**src/rtl/uart_tx_fifo.sv**
```systemverilog
// uart_tx_fifo: UART transmitter with a configurable frame format
// (data bits, optional even/odd parity, 1 or 2 stop bits) fed by a small
// transmit FIFO. Everything runs in the `clock` domain; bit timing comes
// from a baud counter rather than a derived clock, and queued words go out
// back-to-back with no idle gap between frames.
module uart_tx_fifo #(
  parameter int unsigned CLK_FREQ   = 10000000,
  parameter int unsigned BAUD_RATE  = 9600,
  parameter int unsigned DATA_BITS  = 8,
  parameter int unsigned PARITY_EN  = 0,
  parameter int unsigned PARITY_ODD = 0,
  parameter int unsigned STOP_BITS  = 1,
  parameter int unsigned FIFO_DEPTH = 4
) (
  input  logic                          clock,
  input  logic                          rst,
  input  logic                          wr_en,
  input  logic [DATA_BITS-1:0]          wr_data,
  output logic                          full,
  output logic [$clog2(FIFO_DEPTH):0]   fifo_count,
  output logic                          tx,
  output logic                          busy,
  output logic                          donetx
);

  localparam int unsigned CLKS_PER_BIT = CLK_FREQ / BAUD_RATE;
  localparam int unsigned CNT_W        = (CLKS_PER_BIT > 1) ? $clog2(CLKS_PER_BIT) : 1;
  localparam int unsigned PTR_W        = $clog2(FIFO_DEPTH);
  localparam int unsigned IDX_W        = $clog2(DATA_BITS);

  localparam logic [CNT_W-1:0] CNT_LAST  = CNT_W'(CLKS_PER_BIT - 1);
  localparam logic [IDX_W-1:0] DATA_LAST = IDX_W'(DATA_BITS - 1);
  localparam logic [IDX_W-1:0] STOP_LAST = IDX_W'(STOP_BITS - 1);
  localparam logic [PTR_W:0]   DEPTH_CNT = (PTR_W+1)'(FIFO_DEPTH);
  localparam logic             PAR_ODD   = (PARITY_ODD != 0);
  localparam bit               HAS_PAR   = (PARITY_EN != 0);

  // Reject configurations the datapath cannot represent.
  if (CLKS_PER_BIT < 2) begin : g_bad_baud
    $error("uart_tx_fifo: CLK_FREQ/BAUD_RATE must be at least 2");
  end
  if (DATA_BITS < 5 || DATA_BITS > 9) begin : g_bad_data
    $error("uart_tx_fifo: DATA_BITS must be in 5..9");
  end
  if (STOP_BITS < 1 || STOP_BITS > 2) begin : g_bad_stop
    $error("uart_tx_fifo: STOP_BITS must be 1 or 2");
  end
  if (FIFO_DEPTH < 2 || (FIFO_DEPTH & (FIFO_DEPTH - 1)) != 0) begin : g_bad_depth
    $error("uart_tx_fifo: FIFO_DEPTH must be a power of two, at least 2");
  end

  typedef enum logic [2:0] {IDLE, START, DATA, PARITY, STOP} state_t;

  // FIFO storage and bookkeeping
  logic [DATA_BITS-1:0] mem_q [FIFO_DEPTH];
  logic [PTR_W-1:0]     wr_ptr_q, wr_ptr_d;
  logic [PTR_W-1:0]     rd_ptr_q, rd_ptr_d;
  logic [PTR_W:0]       count_q, count_d;
  logic                 full_q, full_d;
  logic                 push, pop, empty;
  logic [DATA_BITS-1:0] head;

  // Transmit state
  state_t               state_q, state_d;
  logic [CNT_W-1:0]     cnt_q, cnt_d;
  logic [IDX_W-1:0]     idx_q, idx_d;
  logic [DATA_BITS-1:0] shift_q, shift_d;
  logic                 parity_q, parity_d;
  logic                 tx_q, tx_d;
  logic                 busy_q, busy_d;
  logic                 donetx_q, donetx_d;
  logic                 bit_end;

  assign empty   = (count_q == '0);
  assign head    = mem_q[rd_ptr_q];
  assign bit_end = (cnt_q == CNT_LAST);

  // Frame sequencing: decide the next line level and when to pop the FIFO.
  always_comb begin
    // NOTE: every signal gets a default first so no path leaves it unassigned, which would infer a latch.
    state_d  = state_q;
    cnt_d    = cnt_q;
    idx_d    = idx_q;
    shift_d  = shift_q;
    parity_d = parity_q;
    tx_d     = tx_q;
    donetx_d = 1'b0;
    pop      = 1'b0;

    unique case (state_q)
      IDLE: begin
        tx_d  = 1'b1;
        cnt_d = '0;
        idx_d = '0;
        pop   = !empty;
      end
      START: begin
        if (bit_end) begin
          cnt_d   = '0;
          idx_d   = '0;
          tx_d    = shift_q[0];
          shift_d = shift_q >> 1;
          state_d = DATA;
        end else begin
          cnt_d = cnt_q + 1'b1;
        end
      end
      DATA: begin
        if (bit_end) begin
          cnt_d = '0;
          if (idx_q == DATA_LAST) begin
            idx_d = '0;
            if (HAS_PAR) begin
              tx_d    = parity_q;
              state_d = PARITY;
            end else begin
              tx_d    = 1'b1;
              state_d = STOP;
            end
          end else begin
            idx_d   = idx_q + 1'b1;
            tx_d    = shift_q[0];
            shift_d = shift_q >> 1;
          end
        end else begin
          cnt_d = cnt_q + 1'b1;
        end
      end
      PARITY: begin
        if (bit_end) begin
          cnt_d   = '0;
          idx_d   = '0;
          tx_d    = 1'b1;
          state_d = STOP;
        end else begin
          cnt_d = cnt_q + 1'b1;
        end
      end
      STOP: begin
        if (bit_end) begin
          cnt_d = '0;
          if (idx_q == STOP_LAST) begin
            idx_d    = '0;
            donetx_d = 1'b1;
            tx_d     = 1'b1;
            state_d  = IDLE;
            pop      = !empty;
          end else begin
            idx_d = idx_q + 1'b1;
          end
        end else begin
          cnt_d = cnt_q + 1'b1;
        end
      end
      default: begin
        tx_d    = 1'b1;
        state_d = IDLE;
      end
    endcase

    // Starting a frame looks the same from IDLE and from the end of STOP.
    if (pop) begin
      shift_d  = head;
      parity_d = (^head) ^ PAR_ODD;
      tx_d     = 1'b0;
      cnt_d    = '0;
      idx_d    = '0;
      state_d  = START;
    end

    busy_d = (state_d != IDLE);
  end

  // FIFO pointer and occupancy update; a pop frees a slot for a same-cycle write.
  always_comb begin
    push     = wr_en && (!full_q || pop);
    wr_ptr_d = push ? wr_ptr_q + 1'b1 : wr_ptr_q;
    rd_ptr_d = pop  ? rd_ptr_q + 1'b1 : rd_ptr_q;
    unique case ({push, pop})
      2'b10:   count_d = count_q + 1'b1;
      2'b01:   count_d = count_q - 1'b1;
      default: count_d = count_q;
    endcase
    full_d = (count_d == DEPTH_CNT);
  end

  // FIFO storage write.
  always_ff @(posedge clock) begin
    // NOTE: the storage array is deliberately not reset; the pointers and count decide what is valid.
    if (push) begin
      mem_q[wr_ptr_q] <= wr_data;
    end
  end

  // State and output registers with synchronous reset.
  always_ff @(posedge clock) begin
    // NOTE: sequential state uses non-blocking assignments so every flop samples pre-edge values.
    if (rst) begin
      state_q  <= IDLE;
      cnt_q    <= '0;
      idx_q    <= '0;
      shift_q  <= '0;
      parity_q <= 1'b0;
      tx_q     <= 1'b1;
      busy_q   <= 1'b0;
      donetx_q <= 1'b0;
      wr_ptr_q <= '0;
      rd_ptr_q <= '0;
      count_q  <= '0;
      full_q   <= 1'b0;
    end else begin
      state_q  <= state_d;
      cnt_q    <= cnt_d;
      idx_q    <= idx_d;
      shift_q  <= shift_d;
      parity_q <= parity_d;
      tx_q     <= tx_d;
      busy_q   <= busy_d;
      donetx_q <= donetx_d;
      wr_ptr_q <= wr_ptr_d;
      rd_ptr_q <= rd_ptr_d;
      count_q  <= count_d;
      full_q   <= full_d;
    end
  end

  assign tx         = tx_q;
  assign busy       = busy_q;
  assign donetx     = donetx_q;
  assign full       = full_q;
  assign fifo_count = count_q;

endmodule
```
**config.mk**
```make
export PLATFORM = sky130hd
export DESIGN_NAME = uart_tx_fifo
export DESIGN_NICKNAME = d
export VERILOG_FILES = /design/src/rtl/uart_tx_fifo.sv
export SDC_FILE = /design/constraint.sdc
export NUM_CORES = 1
export LEC_CHECK = 0
export ABC_AREA = 1
export CAP_MARGIN = 20
export CORE_UTILIZATION = 50
export DETAILED_ROUTE_END_ITERATION = 10
export PLACE_DENSITY = 0.76
export SETUP_SLACK_MARGIN = 0.3
export SLEW_MARGIN = 5
export SYNTH_ARGS = -nofsm -noshare
export SYNTH_HDL_FRONTEND = slang
export SYNTH_SLANG_ARGS = --single-unit
```
**constraint.sdc**
```tcl
create_clock -name clock -period 6.6 [get_ports clock]
set_input_delay 1.32 -clock clock [delete_from_list [all_inputs] [get_ports clock]]
set_output_delay 1.32 -clock clock [all_outputs]
set_load 0.02 [all_outputs]
```
-- After elaboration in Yosys (flattened, before gate mapping)
Memory sizes are Yosys's and may differ from the RTL's. A register that Yosys moved wholly into a read port is not among the register bits.
Index checks and enable logic that the tools add are counted.
- flip-flop bits (word level): 36
- memory bits (writable): 32
- input bits: 11
- output and inout bits: 7
- logic and storage cells: 94
- memories kept: 1
- memories (name ; depth ; bits a word ; read ports ; clocked after Yosys merged registers in ; write ports ; RTL line ; source):
    mem_q ; 4 ; 8 ; 1 ; 1 ; 1 ; 55 ; logic [DATA_BITS-1:0] mem_q [FIFO_DEPTH];
- add/subtract/negate cells: 6
- equal/unequal tests: 18
- mux-type cells: 38
- bitwise operators: 2
- reduce and logical (&&, ||, !) cells: 18
- operators by type and width (kind ; number):
    3-bit 2-to-1 mux ; 12
    8-bit 2-to-1 mux ; 4
    11-bit one-hot mux with 2 select lines ; 1
    3-bit != test (second input constant) ; 6
    8-bit one-hot mux with 2 select lines ; 1
    3-bit one-hot mux with 5 select lines ; 1
    1-bit 2-to-1 mux ; 12
    3-bit one-hot mux with 4 select lines ; 1
    11-bit by 1-bit adder with 11-bit output (second input constant) ; 1
    11-bit equality test (second input constant) ; 1
    11-bit 2-to-1 mux ; 1
    3-bit equality test (second input constant) ; 3
    3-bit zero test ; 3
    4-bit AND reduction ; 2
    3-bit by 1-bit adder with 3-bit output (second input constant) ; 2
    3-bit by 2-bit equality test with 1-bit output (second input constant) ; 2
    3-bit one-hot mux with 2 select lines ; 1
    3-bit nonzero test ; 2
    5-bit AND reduction ; 1
    2-bit by 1-bit adder with 2-bit output (second input constant) ; 2
    2-bit 2-to-1 mux ; 2
    2-bit != test (second input constant) ; 2
    1-bit one-hot mux with 4 select lines ; 1
    4-bit nonzero test ; 1
    other kinds (14) ; 17

-- Longest topological paths before layout
- depth in word-level cells: 10
- mapped depth: 16
- gate-level depth less buffers: 16

-- Least setup slack after synthesis
Ideal clock, no wire load.
- kind: input to register
- start point: in wr_en
- end point: reg full_q (netlist: full)
- setup time: 0.115 ns
- arrival time: 2.498 ns
- data required time: 6.485 ns
- slack: 3.986 ns
- stages: 10
- buffers on the path: 0
- cell sequence: nand2_2 ha_1 fa_1 a21oi_1 o21ai_0 inv_1 nand2_1 nand2_1 nor2_1 and3_1
- cells in the longest elaborated chain, start to end: 4
- elaborated cells on any way between the ends: 5
- classes of those cells: eq/ne (3); mux (1); reduce/logical (1)
- ends and longest elaborated chain (item ; RTL line ; source):
    start, declared ; 17 ; input logic wr_en,
    1-bit logical AND (*) ; 176 ; push = wr_en && (!full_q || pop);
    2-bit by 1-bit equality test with 1-bit output / 2-bit equality test (equally long branches) ; 179 ; unique case ({push, pop})
    3-bit one-hot mux with 2 select lines (*) ; 179 ;
    3-bit equality test (*) ; 184 ; full_d = (count_d == DEPTH_CNT);
    end signal, assigned ; 223 ; full_q <= full_d;
    end, declared ; 59 ; logic full_q, full_d;
Mark *: on every way between the ends. The rest lies on a longest branch, timed or not.
A chain may end at the register's enable or synchronous reset.

-- Worst setup path after layout
Same ends and word-level chain as after synthesis.

==> metrics.txt <==
status complete, no violations; XOR/XNOR Fraction of Synth Area 1.324%; largest net degree at the start of global routing 18; WHS Endpoint shift_q[5]; post-synthesis simple-gate area fraction 27.17%; synthesis-stage register bit count 70; Hold Path Class reg2reg; Worst Reg-to-Reg Cells 16; synth unique cells 36; worst-margin pin slew 0.7945 ns; Tmin final 3.005 ns; GRT Util Overall 20.76%; Synth Net Count 395; global-route wire length before repair 11.23 mm; Core Box Area 6350 µm²; register clock-pin slew on the reported worst setup and hold paths 0.07 ns; nets 418; grt met1 use 26.62%; worst setup path class in2reg; crit path DAT 3.26 ns; dpl hpwl 4.532 mm; number of global-route vias before repair 2385; Syn-to-layout area delta 14.98%; Clock Sinks 70; Num CTS Buffers 9; num ports 18; GRT busiest layer met2; remaining global-route overflow 0; setup ws final 3.595 ns; combinational family with the most area after synthesis simple AND/OR/NAND/NOR gates; die area 6943 µm²; mux cell area share after synthesis 0.3027%; detailed-route DRC error count 0; post-CTS setup buffer count 0; routed vias 2518; worst skew pair latency 0.36 ns; Avg Cell Area, Syn 8.866 µm²; 1st-pass router iterations 4; CTS resizes 0; CP Data Required Time 6.85 ns; Post-Synth Adder-Cell Area 4.389%; Synthesis Warnings 0; flop2flop setup slack 3.88 ns; CP endpoint kind flip-flop; Mapped Cells 373; hold depth 2; leakage power 1.519 nW; initial antenna violation count 0; Initial Util 52.08%; MaxCap Viol Count 0; die width 83.33 µm; Worst Skew 0.01121 ns; M3 GR Usage 5.964%; post-DR wirelength/cell 13.58 µm; RePlAce Congestion 0.7834; H-tree depth 3; unrepaired setup endpoints after global routing false; M2 GR Usage 33.31%; ANT nets after route 0; total power 0.001500 W; Startpoint Class input port; CTS tree yes; PwrDens 394.5 nW/µm²; Port Buf Inserts 17; Final Hold Viols 0; RR Endpoint full; Clock Tree Root clkbuf_8; # diodes 0; final worst-path cycle share 45.53%; pre-CTS setup slack 3.235 ns; setup violators final 0; most frequent cells in the layout 72 x nor2_1, 52 x nand2_1, 43 x inv_1, 38 x dfxtp_1, 32 x edfxtp_1; cell area after synthesis 3307 µm²; FP Rows 29; ratio of cells with drive above 1 in the final layout 10.97%; vias per cell 5.268; Iteration-0 DRC Markers 129; Post-Route WL 6.491 mm; Compound-Gate Fraction of Synth Area 8.702%; CTS Buffer Depth 2; Slew Viols, Final 0; commonest non-fill, non-tap cell in the layout nor2_1; die height 83.33 µm; critical-path maximum fanout 5; Slew Limit Headroom 46.84%; beginning of the worst hold path shift_q[5]; Setup TNS 0 ns; Worst IR Drop VDD 0.2958 mV; launching point of the worst reg2reg path idx_q[0]; sequential-to-total area share from yosys stat 52.06%; Max Clk Rate 332.8 MHz; cts hold-fix bufs 0
==> metrics by stage <==
stage                     area (µm²)  utilization, %  hold WS, ns  std cells
final                           3802           59.88       0.4936        478
after CTS                       3802           59.88       0.4945        478
after global routing            3802           59.88       0.5098        478
after detailed placement        3550           55.90       0.4831        462
after global placement          3550           55.90       0.4662        462
after floorplan                 3307               -       0.4546        373
==> flip-flops by register name (all words and copies together), names as in the netlist, named ones only <==
signal / cells
shift_q: 8
cnt_q: 11
state_q: 3
full: 1
mem_q: 32
idx_q: 3
tx: 1
fifo_count: 3
wr_ptr_q: 2
busy: 1
donetx: 1
rd_ptr_q: 2
==> worst max-delay path by stage <==
stage / slack (ns) / startpoint / depth (start not counted) / end
final: 3.59 / wr_en / 11 / full
after global routing: 3.48 / wr_en / 11 / full
after CTS: 3.60 / wr_en / 11 / full
after detailed placement: 3.23 / wr_en / 11 / full
after global placement: 3.35 / wr_en / 11 / full
after floorplan: 3.99 / wr_en / 10 / full
==> cells by family after synthesis <==
kind of cell               after synthesis
and+or+nand+nor                        182
DFF                                     70
AOI/OAI and AO/OA                       52
buffers and inverters                   52
adders and majority gates               11
xor gates and xnor gates                 5
muxes                                    1
==> synth_stat cells <==
| cell | number | area share [%] |
|---|---|---|
| a21boi_0 | 1 | 0.23 |
| a21oi_1 | 12 | 1.8 |
| a21oi_2 | 2 | 0.53 |
| a31oi_1 | 1 | 0.19 |
| and3_1 | 1 | 0.19 |
| buf_2 | 3 | 0.45 |
| clkbuf_1 | 1 | 0.11 |
| clkbuf_2 | 1 | 0.15 |
| clkinv_1 | 1 | 0.11 |
| dfxtp_1 | 38 | 23 |
| edfxtp_1 | 32 | 29 |
| fa_1 | 1 | 0.61 |
| ha_1 | 10 | 3.8 |
| inv_1 | 43 | 4.9 |
| inv_2 | 3 | 0.34 |
| mux2i_1 | 1 | 0.30 |
| nand2_1 | 52 | 5.9 |
| nand2_2 | 5 | 0.95 |
| nand2_4 | 7 | 2.4 |
| nand3_1 | 25 | 3.8 |
| nand3_2 | 2 | 0.61 |
| nand3_4 | 2 | 1.1 |
| nand4_1 | 4 | 0.76 |
| nand4_2 | 2 | 0.76 |
| nand4_4 | 1 | 0.64 |
| nor2_1 | 72 | 8.2 |
| nor2_2 | 2 | 0.38 |
| nor2_4 | 2 | 0.68 |
| nor3_1 | 4 | 0.61 |
| nor3_2 | 1 | 0.30 |
| o211ai_1 | 2 | 0.45 |
| o21ai_0 | 22 | 3.3 |
| o21ai_1 | 5 | 0.76 |
| o22ai_1 | 6 | 1.1 |
| o32ai_1 | 1 | 0.26 |
| xor2_1 | 5 | 1.3 |
==> worst max-delay path, cell delays in order <==
cell,delay (ns)
clkdlybuf4s50_1,0.56
nand2_2,0.11
ha_1,0.25
fa_1,0.40
a21oi_1,0.15
o21ai_0,0.10
inv_1,0.08
nand2_1,0.05
nand2_1,0.05
nor2_1,0.05
and3_1,0.14
==> where the power goes <==
part           switching (W)  leakage (nW)  internal, W
Combinational       0.000306         0.796     0.000176
Sequential         0.0000598         0.604     0.000534
Clock               0.000166         0.119     0.000259
==> per-layer routing <==
layer  part of all wire (%)  wire, µm
met4                    1.4        93
met3                    4.7       306
met1                     45      2903
met2                     49      3188
met5                      0         0
==> cell type report <==
class | count | area [µm²]
clock buffer | 12 | 177.7
tap | 77 | 96.34
inverter | 47 | 176.4
timing repair buffer | 17 | 170.2
fill | 525 | 2547
clock inverter | 4 | 75.07
multi-input combinational | 251 | 1385
sequential | 70 | 1722
No activity file was read; power rests on OpenSTA's default activity.
